## config.mk

```make
export PLATFORM = sky130hd
export DESIGN_NAME = pipe_addsub
export DESIGN_NICKNAME = d
export VERILOG_FILES = /design/src/rtl/pipe_addsub.sv
export SDC_FILE = /design/constraint.sdc
export NUM_CORES = 1
export LEC_CHECK = 0
export ABC_AREA = 1
export CORE_UTILIZATION = 55
export DETAILED_ROUTE_END_ITERATION = 6
export GPL_TIMING_DRIVEN = 0
export PLACE_DENSITY = 0.81
export SLEW_MARGIN = 20
export SYNTH_ARGS = -nofsm -noshare
export SYNTH_HDL_FRONTEND = slang
export SYNTH_SLANG_ARGS = --single-unit
```

## constraint.sdc

```tcl
create_clock -name clk -period 4.4 [get_ports clk]
set_input_delay 0.44 -clock clk [delete_from_list [all_inputs] [get_ports clk]]
set_output_delay 0.44 -clock clk [all_outputs]
set_load 0.01 [all_outputs]
```

## src/rtl/pipe_addsub.sv

```systemverilog
// rtl/pipe_addsub.sv - pipelined add/subtract unit with valid/ready stream handshake
module pipe_addsub #(
  parameter int WIDTH = 16,
  parameter int CHUNK = 4
) (
  input  logic             clk,
  input  logic             rst_n,
  input  logic             in_valid,
  output logic             in_ready,
  input  logic             in_sub,
  input  logic             in_cin,
  input  logic [WIDTH-1:0] in_a,
  input  logic [WIDTH-1:0] in_b,
  output logic             out_valid,
  input  logic             out_ready,
  output logic [WIDTH-1:0] out_sum,
  output logic             out_cout,
  output logic             out_ovf,
  output logic             out_zero
);

  localparam int STAGES = WIDTH / CHUNK;
  localparam int LAST   = STAGES - 1;

  if (WIDTH % CHUNK != 0) begin : g_bad_chunk
    $error("pipe_addsub: WIDTH must be a multiple of CHUNK");
  end

  // Global stall: every stage moves together or none does.
  logic advance;
  assign advance  = !out_valid || out_ready;
  assign in_ready = advance;

  // Subtract folds into an add of the inverted operand with inverted borrow.
  logic [WIDTH-1:0] b_eff;
  logic             c_first;
  assign b_eff   = in_sub ? ~in_b : in_b;
  assign c_first = in_sub ? !in_cin : in_cin;

  // Stage registers: valid, carry into the next slice, operands and partial sum.
  logic             v_q [STAGES];
  logic             c_q [STAGES];
  logic [WIDTH-1:0] a_q [STAGES];
  logic [WIDTH-1:0] b_q [STAGES];
  logic [WIDTH-1:0] s_q [STAGES];

  // Stage k reads index k of these; index 0 is the input port, index k+1 is stage k.
  logic             p_v [STAGES+1];
  logic             p_c [STAGES+1];
  logic [WIDTH-1:0] p_a [STAGES+1];
  logic [WIDTH-1:0] p_b [STAGES+1];
  logic [WIDTH-1:0] p_s [STAGES+1];

  logic             n_c [STAGES];
  logic [WIDTH-1:0] n_s [STAGES];

  assign p_v[0] = in_valid;
  assign p_c[0] = c_first;
  assign p_a[0] = in_a;
  assign p_b[0] = b_eff;
  assign p_s[0] = '0;

  for (genvar k = 0; k < STAGES; k++) begin : g_stage
    logic [CHUNK:0]   slice;
    logic [WIDTH-1:0] merged;

    assign p_v[k+1] = v_q[k];
    assign p_c[k+1] = c_q[k];
    assign p_a[k+1] = a_q[k];
    assign p_b[k+1] = b_q[k];
    assign p_s[k+1] = s_q[k];

    assign slice = {1'b0, p_a[k][k*CHUNK +: CHUNK]}
                 + {1'b0, p_b[k][k*CHUNK +: CHUNK]}
                 + {{CHUNK{1'b0}}, p_c[k]};

    // Drop this stage's resolved slice into the partial sum carried along.
    always_comb begin
      merged = p_s[k];
      merged[k*CHUNK +: CHUNK] = slice[CHUNK-1:0];
    end

    assign n_s[k] = merged;
    assign n_c[k] = slice[CHUNK];
  end

  // Shift the whole pipeline (bubbles included) whenever the output can move.
  always_ff @(posedge clk) begin
    if (!rst_n) begin
      for (int k = 0; k < STAGES; k++) begin
        v_q[k] <= 1'b0;
        c_q[k] <= 1'b0;
        a_q[k] <= '0;
        b_q[k] <= '0;
        s_q[k] <= '0;
      end
    end else if (advance) begin
      for (int k = 0; k < STAGES; k++) begin
        v_q[k] <= p_v[k];
        c_q[k] <= n_c[k];
        a_q[k] <= p_a[k];
        b_q[k] <= p_b[k];
        s_q[k] <= n_s[k];
      end
    end
  end

  assign out_valid = v_q[LAST];
  assign out_sum   = s_q[LAST];
  assign out_cout  = c_q[LAST];
  assign out_ovf   = (a_q[LAST][WIDTH-1] == b_q[LAST][WIDTH-1]) &&
                     (s_q[LAST][WIDTH-1] != a_q[LAST][WIDTH-1]);
  assign out_zero  = (s_q[LAST] == '0);

endmodule

```

### Word level (Yosys, flattened, before mapping)

Memory sizes are Yosys's and may differ from the RTL's.
Index checks and enable logic that the tools add are counted.

* add/subtract/negate cells: 8
* bitwise operators: 21
* equal/unequal tests: 2
* reduce and logical (&&, ||, !) cells: 5
* muxes and demuxes: 26

Operators by type and width (count)
* $mux W16: 13
* $add A4 B4 Y5: 4
* $add A5 B1 Y5: 4
* $or A1 B1 Y1: 20
* $logic_not A16 Y1: 1
* $not A16 Y16: 1
* $mux W1: 13
* $logic_not A1 Y1: 2
* $eq A1 B1 Y1: 1
* $logic_and A1 B1 Y1: 1
* $logic_or A1 B1 Y1: 1
* $ne A1 B1 Y1: 1

* bits of input ports: 38
* RAM bits: 200
* output and inout bits: 21
* register bits: 0
* memories kept: 5
* word-level logic and storage cells: 67

Memory list
* a_q: words 4, bits a word 16, read ports 4, clocked after Yosys merged registers in 0, write ports 4, RTL line 43 `logic [WIDTH-1:0] a_q [STAGES];`
* b_q: words 4, bits a word 16, read ports 4, clocked after Yosys merged registers in 0, write ports 4, RTL line 44 `logic [WIDTH-1:0] b_q [STAGES];`
* s_q: words 4, bits a word 16, read ports 4, clocked after Yosys merged registers in 0, write ports 4, RTL line 45 `logic [WIDTH-1:0] s_q [STAGES];`
* c_q: words 4, bits a word 1, read ports 4, clocked after Yosys merged registers in 0, write ports 4, RTL line 42 `logic c_q [STAGES];`
* v_q: words 4, bits a word 1, read ports 4, clocked after Yosys merged registers in 0, write ports 4, RTL line 41 `logic v_q [STAGES];`

### Depth between registers and ports, before layout

An unclocked memory read counts as a cell.

* depth in word-level cells: 7
* depth in mapped cells: 10
* mapped depth without buffers: 8

### Worst setup path after synthesis

No wires, ideal clock.

* kind: input to register
* start point: input out_ready
* end point: memory a_q[0][10] (enable)
* library setup time: 1.142 ns
* path buffers: 0
* slack: 0.619 ns
* required time: 3.258 ns
* stages on the path: 2
* arrival time: 2.639 ns
* path through: inv_1 -> nand3_1

RTL lines
* from (decl): RTL line 15 `input logic out_ready,`
* to (decl): RTL line 43

==> impl_metrics.env <==
export IMPL_status="finished, final reports clean"
export IMPL_layout_area_seq_mm2=0.00288
export IMPL_critPathLaunchType="register"
export IMPL_io_buffers=57
export IMPL_synth_top_family_by_area="simple AND/OR/NAND/NOR gates"
export IMPL_reg2reg_depth=5
export IMPL_yosys_area_share_simple_pct=12.1
export IMPL_ys_ff_latch=98
export IMPL_cp_end_kind="output pin"
export IMPL_clk_latency_ns=0.34
export IMPL_async_reset_ff_share_pct=0
export IMPL_cp_cell_sequence="nor2_1 > nand4_1 > nor2_1 > clkdlybuf4s50_1"
export IMPL_antenna_found_initial=0
export IMPL_path_class="register to output pin"
export IMPL_path_max_fanout=3
export IMPL_r2r_start="b_q[1][8]"
export IMPL_cts_tree="done"
export IMPL_multi_input_area_mm2=0.00115
export IMPL_p_leak_nw=2.31
export IMPL_drc=0
export IMPL_ios=59
export IMPL_die_area_mm2=0.00853
export IMPL_rsz0062_at_grt="false"
export IMPL_power_density_mw_per_mm2=346
export IMPL_synth_edf_count=92
export IMPL_drive_gt1_share_pct=7.23
export IMPL_clock_sinks=98
export IMPL_firstDrtPassIters=4
export IMPL_required_ns=3.96
export IMPL_synth_cell_types=18
export IMPL_grt_pass1_wl_mm=11.6
export IMPL_synth_fa_ha_area_share_pct=6.91
export IMPL_cts_resized=0
export IMPL_vias=2667
export IMPL_fmax_ghz=0.476
export IMPL_fin_worst_skew_ns=0.00653
export IMPL_muxShareOfSynthArea_pct=0
export IMPL_fin_crit_sh_pct=47.8
export IMPL_post_cts_buffers=0
export IMPL_cts_buffer_depth=2
export IMPL_synth_xor_area_share_pct=3.90
export IMPL_place_gp_congestion=0.788
export IMPL_coreArea_mm2=0.00781
export IMPL_final_max_slew_viol_count=0
export IMPL_path_clk_slew_ns=0.09
export IMPL_grt_max_degree=53
export IMPL_fin_nets=523
export IMPL_synth_area_mm2=0.00449
export IMPL_drt_iter0_drc=103
export IMPL_cp_endpoint="out_zero"
export IMPL_mostFrequentLayoutCell="nor2_1"
export IMPL_setup_violations=0
export IMPL_hpwl_mm=4.95
export IMPL_syn_inst=396
export IMPL_p_total_mw=1.87
export IMPL_viasPerCell=4.66
export IMPL_final_cell_mix="102 x nor2_1, 92 x edfxtp_1, 90 x inv_1"
export IMPL_crit_start="s_q[3][15]"
export IMPL_yosysWarnings=0
export IMPL_max_slew_margin_pct=58.6
export IMPL_track_usage_pct=18.1
export IMPL_start_util_pct=57.5
export IMPL_cts_buffers=9
export IMPL_seq_area_frac_synth_pct=64.2
export IMPL_crit_buf_inv=1
export IMPL_finalCriticalPeriod_ns=2.10
export IMPL_timing_hold_ws_ns=0.473
export IMPL_h_tree_depth=3
export IMPL_hold_viol=0
export IMPL_ir_drop_v=0.000174
export IMPL_die_y_um=92.4
export IMPL_routed_wl_mm=6.93
export IMPL_critPathSlowestCell="clkdlybuf4s50_1"
export IMPL_ff2ff_setup_slack_ns=2.60
export IMPL_cpLargestDelayFamily="buffers and inverters"
export IMPL_diodes=0
export IMPL_cp_depth=4
export IMPL_root_buffer="clkbuf_8"
export IMPL_synth_nets=454
export IMPL_fillers=553
export IMPL_synth_compound_area_share_pct=2.34
export IMPL_min_path_type="input pin to register"
export IMPL_slowest_delay_ns=0.53
export IMPL_worstReg2RegEnd="s_q[2][10]"
export IMPL_cp_data_arrival_time_ns=1.66
export IMPL_tightest_slew_ns=0.622
export IMPL_syn_to_final_growth_pct=20.5
export IMPL_drv_cap=0
export IMPL_cp_common_cell="nor2_1"
export IMPL_postRouteAntennaNets=0
export IMPL_grt_pass1_vias=2639
export IMPL_avgSynthCellArea_um2=11.3
export IMPL_routedWlPerCell_um=12.1
export IMPL_rows=32
export IMPL_ctsHoldBuffers=0
export IMPL_synthFlopType="edfxtp_1"
export IMPL_grt_overflow_total=0
export IMPL_fp_dieW_um=92.4
-- area by class of cell --
cell class / count / area share, %
buffer: 12 / 2.50
clock buffer: 12 / 2.87
clock inverter: 4 / 0.509
inverter: 90 / 6.24
multi-input combinational: 196 / 21.2
sequential: 98 / 53.3
tap: 102 / 2.36
timing repair buffer: 58 / 11.0
-- flip-flops by register name, indices dropped and copies added (netlist names) --
| name | count |
|---|---|
| s_q | 40 |
| a_q | 25 |
| b_q | 25 |
| c_q | 4 |
| v_q | 4 |
-- worst min-delay path by stage --
stage               startpoint          to  cells after the start
floorplan               v_q[0]      v_q[1]                      2
global placement        v_q[0]      v_q[1]                      2
detailed placement      v_q[1]      v_q[2]                      2
CTS                     in_sub   b_q[0][5]                      3
global route            in_sub  b_q[0][10]                      3
finish                  in_sub   b_q[0][5]                      3
-- through the flow --
stage / utilization [%] / std cells / setup WS [ns] / setup TNS [ns] / area (um2)
5_1_grt: 69.3 / 572 / 2.16 / 0 / 5410
6_report: 69.3 / 572 / 2.30 / 0 / 5410
3_3_place_gp: 66.5 / 555 / -0.757 / -72.25 / 5190
3_5_place_dp: 67.0 / 556 / 2.12 / 0 / 5230
2_1_floorplan: - / 396 / 0.619 / 0 / 4490
4_1_cts: 69.3 / 572 / 2.29 / 0 / 5410
-- synthesized netlist by cell type (3+ instances only) --
library cell	number	share of area (%)
inv_1	90	7.5
nand3_1	13	1.4
buf_6	12	3.0
ha_1	12	3.3
fa_1	8	3.6
dfxtp_1	6	2.7
a21oi_1	12	1.3
edfxtp_1	92	62
nand2_1	16	1.3
o21ai_0	3	0.33
xor2_1	4	0.78
xnor2_1	16	3.1
nor2_1	102	8.5
-- logic make-up after synthesis --
logic type,after synthesis
compound gates,19
xor+xnor,20
fa+ha+maj,20
buf+inv,102
flops,98
simple gates,137
-- worst reg2reg max path: cells and delay by family, from the launching register on --
family                     cells  cell delay (ns)
AOI/OAI and AO/OA              1             0.12
DFF                            1             0.32
buffers and inverters          1             0.05
adders and majority gates      2             0.88
and+or+nand+nor                1             0.30
-- metal layers --
metal	global-route usage, %	routed length, um	vias to the layer above
li1	-	-	1374
met1	21.0	2760	1208
met2	32.9	3660	77
met3	4.52	403	8
met4	5.34	101	0
met5	0	0	-
-- power breakdown --
group,internal (mW),switching (mW)
Clock,0.236,0.285
Sequential,1.09,0.0229
Combinational,0.123,0.119
Power figures use the tool's default switching activity.
==> edit 1, RTL diff (same flow settings) <==
`WIDTH`: 16 -> 8.
--- a/src/rtl/pipe_addsub.sv
+++ b/src/rtl/pipe_addsub.sv
@@ -2,3 +2,3 @@
 module pipe_addsub #(
-  parameter int WIDTH = 16,
+  parameter int WIDTH = 8,
   parameter int CHUNK = 4
Ports: changed (resized in_a, in_b and out_sum); port bits go from 59 to 35. The function was not compared with the original's and may differ.
==> edit 1 against the unedited design <==
Via count down 64%; worst setup slack worse by 58 ps; die area decreased by 67%; power decreased by 70%; cell area shrank 67%; cell count decreased by 65%; maximum frequency fell by 2.7%; critical path depth up 4; synthesized area down 69%; routed wire length shrank 72%; sequential cell count fell by 72; largest power group unchanged; highest routed layer is now met3.
==> edit 1: results (changes against the unedited design) <==
Clock Root Buffer=clkbuf_4; Crit. Startpoint=in_b[0]; Hold Path Depth=2 (-1); DP Area=1780 µm² (-66%); bufs w/o clock=36 (-49%); synth unique cells=16 (-2); Layout fillers=172 (-69%); grt met2 use=30.17% (-2.7 points); TritonCTS buffer count=3 (-6); clock-cell share of area=1.246% (-2.1 points); R2R Setup Slk=2820 ps (+220 ps); met1 usage=17.05% (-3.9 points); Hold Startpoint=s_q[0][3]; outcome=completed; leakage power=0.8003 nW (-65%); First DRT Iteration DRCs=13 (-87%); vias in the first global route=819 (-69%); Largest register FFs=12 (-70%); Synth top cells by count=nor2_1, edfxtp_1, inv_1, nand2_1, a21oi_1; pre-CTS WS=1908 ps (-212.4 ps); Hold Path Class=flip-flop to flip-flop; GRT Resource Usage Total=16.14% (-1.9 points); length in cells of the worst reg-to-reg path=4 (-1); Crit path largest cell delay=440 ps (-90 ps); # port buffers=33 (-42%); top flop regs=s_q: 12 flops, a_q: 5 flops, b_q: 5 flops; hold endpoint=s_q[0][11]; Critical Path Fanout Max=2 (-1); largest net degree at the start of global routing=27 (-49%); Routed met1 length=767 µm (-72%); Reg-to-Reg End=s_q[0][13]; Vias=949 (-64%); WL met2=1075 µm (-71%); register area share after synthesis=55.27% (-8.9 points); Synth area leaders=edfxtp_1, nor2_1, inv_1; max layer used=met3; share of layout cells above drive strength 1=7.558% (+0.32 points); Global Route met3 Usage=2.029% (-2.5 points); clock group share of total power=16.2% (-12 points); worst setup path endpoint=c_q[0][0]; Clock Skew=0.4463 ps (-6.088 ps); H-tree levels=1 (-2)
## edit 1: cell count changes in the layout (fill, tap and decap cells not counted), moves of 4 or more
cell	change
nand3_1	-9
inv_1	-64
nor2_2	+4
clkbuf_8	-11
edfxtp_1	-66
fa_1	-4
xnor2_1	-12
nor2_1	-73
clkdlybuf4s50_1	-24
buf_6	-10
ha_1	-6
a21oi_1	-5
dfxtp_1	-6
## edit 1: cell families (layout without fill, tap and decap cells)
family | Yosys count | after routing | share of synthesized area [%]
buffers and inverters | 29 | 65 | 9.034
AOI/OAI and AO/OA | 7 | 7 | 2.480
adders and majority gates | 10 | 10 | 10.98
DFF | 26 | 26 | 55.27
xor gates and xnor gates | 9 | 9 | 5.580
and+or+nand+nor | 55 | 55 | 16.65
## edit 1: stage by stage
stage	utilization [%]	hold WS, ps	cells
after CTS	73.45	565.1	202
after global placement	72.53	523.6	199
after global routing	73.65	576.0	202
final	73.65	560.8	202
after floorplan	-	519.1	136
after detailed placement	72.53	537.6	199
==> edit 2, RTL diff (config.mk and constraints unchanged) <==
Without the edit above. Register the output `out_ovf`; this adds one clock of latency there. The other outputs are not delayed to match.
--- a/src/rtl/pipe_addsub.sv
+++ b/src/rtl/pipe_addsub.sv
@@ -110,4 +110,5 @@
   assign out_cout  = c_q[LAST];
-  assign out_ovf   = (a_q[LAST][WIDTH-1] == b_q[LAST][WIDTH-1]) &&
-                     (s_q[LAST][WIDTH-1] != a_q[LAST][WIDTH-1]);
+  always_ff @(posedge clk) begin
+    out_ovf <= (a_q[LAST][WIDTH-1] == b_q[LAST][WIDTH-1]) && (s_q[LAST][WIDTH-1] != a_q[LAST][WIDTH-1]);
+  end
   assign out_zero  = (s_q[LAST] == '0);
Formal check against the unedited RTL: not equivalent (a bounded check fails within 10 cycles, from zero or initial values).
==> edit 2 against the unedited design <==
Cell count is 0.17% higher; worst setup slack worse by 18 ps; routed wire length up 6.7%; cell area grew 1.1%; highest routed layer unchanged; synthesized area rose by 0.45%; power grew 6.7%; combinational power is 2% higher; sequential cell count up 1.
==> edit 2: results (changes against the unedited design) <==
vias per cell=4.801 (+3.0%); CP arrival=1680 ps (+20 ps); Avg Cell Area, Syn=11.36 µm² (+0.19%); reg2reg start=b_q[1][8]; Synthesized Nets=455 (+0.22%); outcome=completed; register area share after synthesis=64.34% (+0.16 points); worst slew pin tran=633.4 ps (+11.71 ps); met1 usage=22.18% (+1.2 points); Layout fillers=586 (+6.0%); DP Area=5250 µm² (+0.38%); Clk Latency, worst-skew pair=360 ps (+20 ps); WL met2=3947 µm (+7.7%); First DRT Iteration DRCs=138 (+34%); share of the synthesized area in the top cell type=61.23% (-0.27 points); placed cells=557 (+0.18%); post-route insts no fill=573 (+0.17%); Worst VDD drop=181.8 µV (+4.5%); GRT Resource Usage Total=19.01% (+0.93 points); Global Route met3 Usage=2.627% (-1.9 points); share of layout cells above drive strength 1=7.219% (-0.015 points); hpwl dp=5164 µm (+4.3%); Nets=524 (+0.19%); pre-CTS WS=2132 ps (+11.12 ps); Routed met1 length=2961 µm (+7.4%); CTS resizes=0 (unchanged); routed wire length=7392 µm (+6.7%); grt met2 use=33.46% (+0.56 points); R2R Setup Slk=2490 ps (-110 ps); Synth area leaders=edfxtp_1, nor2_1, inv_1; clock transition at the registers of the reported paths=90 ps (about the same); fin worst setup slack=2280 ps (-17.90 ps); vias in the first global route=2695 (+2.1%); first-pass GRT wire length=12130 µm (+4.4%); Crit. Startpoint=s_q[3][15]; routability cong.=0.7879 (about the same); Clock Skew=8.815 ps (+2.281 ps); routed wl met3=233 µm (-42%); leakage power=2.330 nW (+1.1%)
edit 2: cells by family (layout without fill, tap and decap cells):
family,Yosys count,count (layout),synth area share [%]
XOR/XNOR,20,20,3.882
AND/OR/NAND/NOR,137,137,12.09
buffers and inverters,102,176,10.48
flip-flops,99,99,64.34
adder cells (fa/ha/maj),20,20,6.877
AO/OA/AOI/OAI,19,19,2.329
edit 2: power groups by stage:
stage | registers (mW) | clock network, mW | logic [mW]
floorplan | 1.14 | 0 | 0.144
global placement | 1.14 | 0 | 0.231
detailed placement | 1.14 | 0 | 0.246
CTS | 1.12 | 0.635 | 0.249
global route | 1.13 | 0.668 | 0.279
finish | 1.12 | 0.631 | 0.248
edit 2: critical path: stages (launching register included):
cell	delay (ps)
edfxtp_1	430
nor2_1	120
nand4_1	110
nor2_1	130
clkdlybuf4s50_1	540
edit 2: worst min-delay path by stage:
stage                          start         to  slack [ps]  depth (start not counted)
after floorplan           b_q[3][15]    out_ovf         430                          1
after global placement    b_q[3][15]    out_ovf         440                          1
after detailed placement  b_q[3][15]    out_ovf         460                          1
after CTS                     in_sub  b_q[0][7]         460                          3
after global routing      b_q[3][15]    out_ovf         490                          1
final                         in_sub  b_q[0][7]         460                          3
edit 2: cell type report:
class / instances / area (µm²) / area share, %
Inverter: 90 / 337.8 / 6.176
Timing Repair Buffer: 58 / 598.1 / 10.93
Clock buffer: 12 / 145.1 / 2.653
Clock inverter: 4 / 75.07 / 1.372
Buffer: 12 / 135.1 / 2.470
Tap cell: 102 / 127.6 / 2.333
Sequential cell: 99 / 2903 / 53.06
Multi-Input combinational cell: 196 / 1149 / 21.00
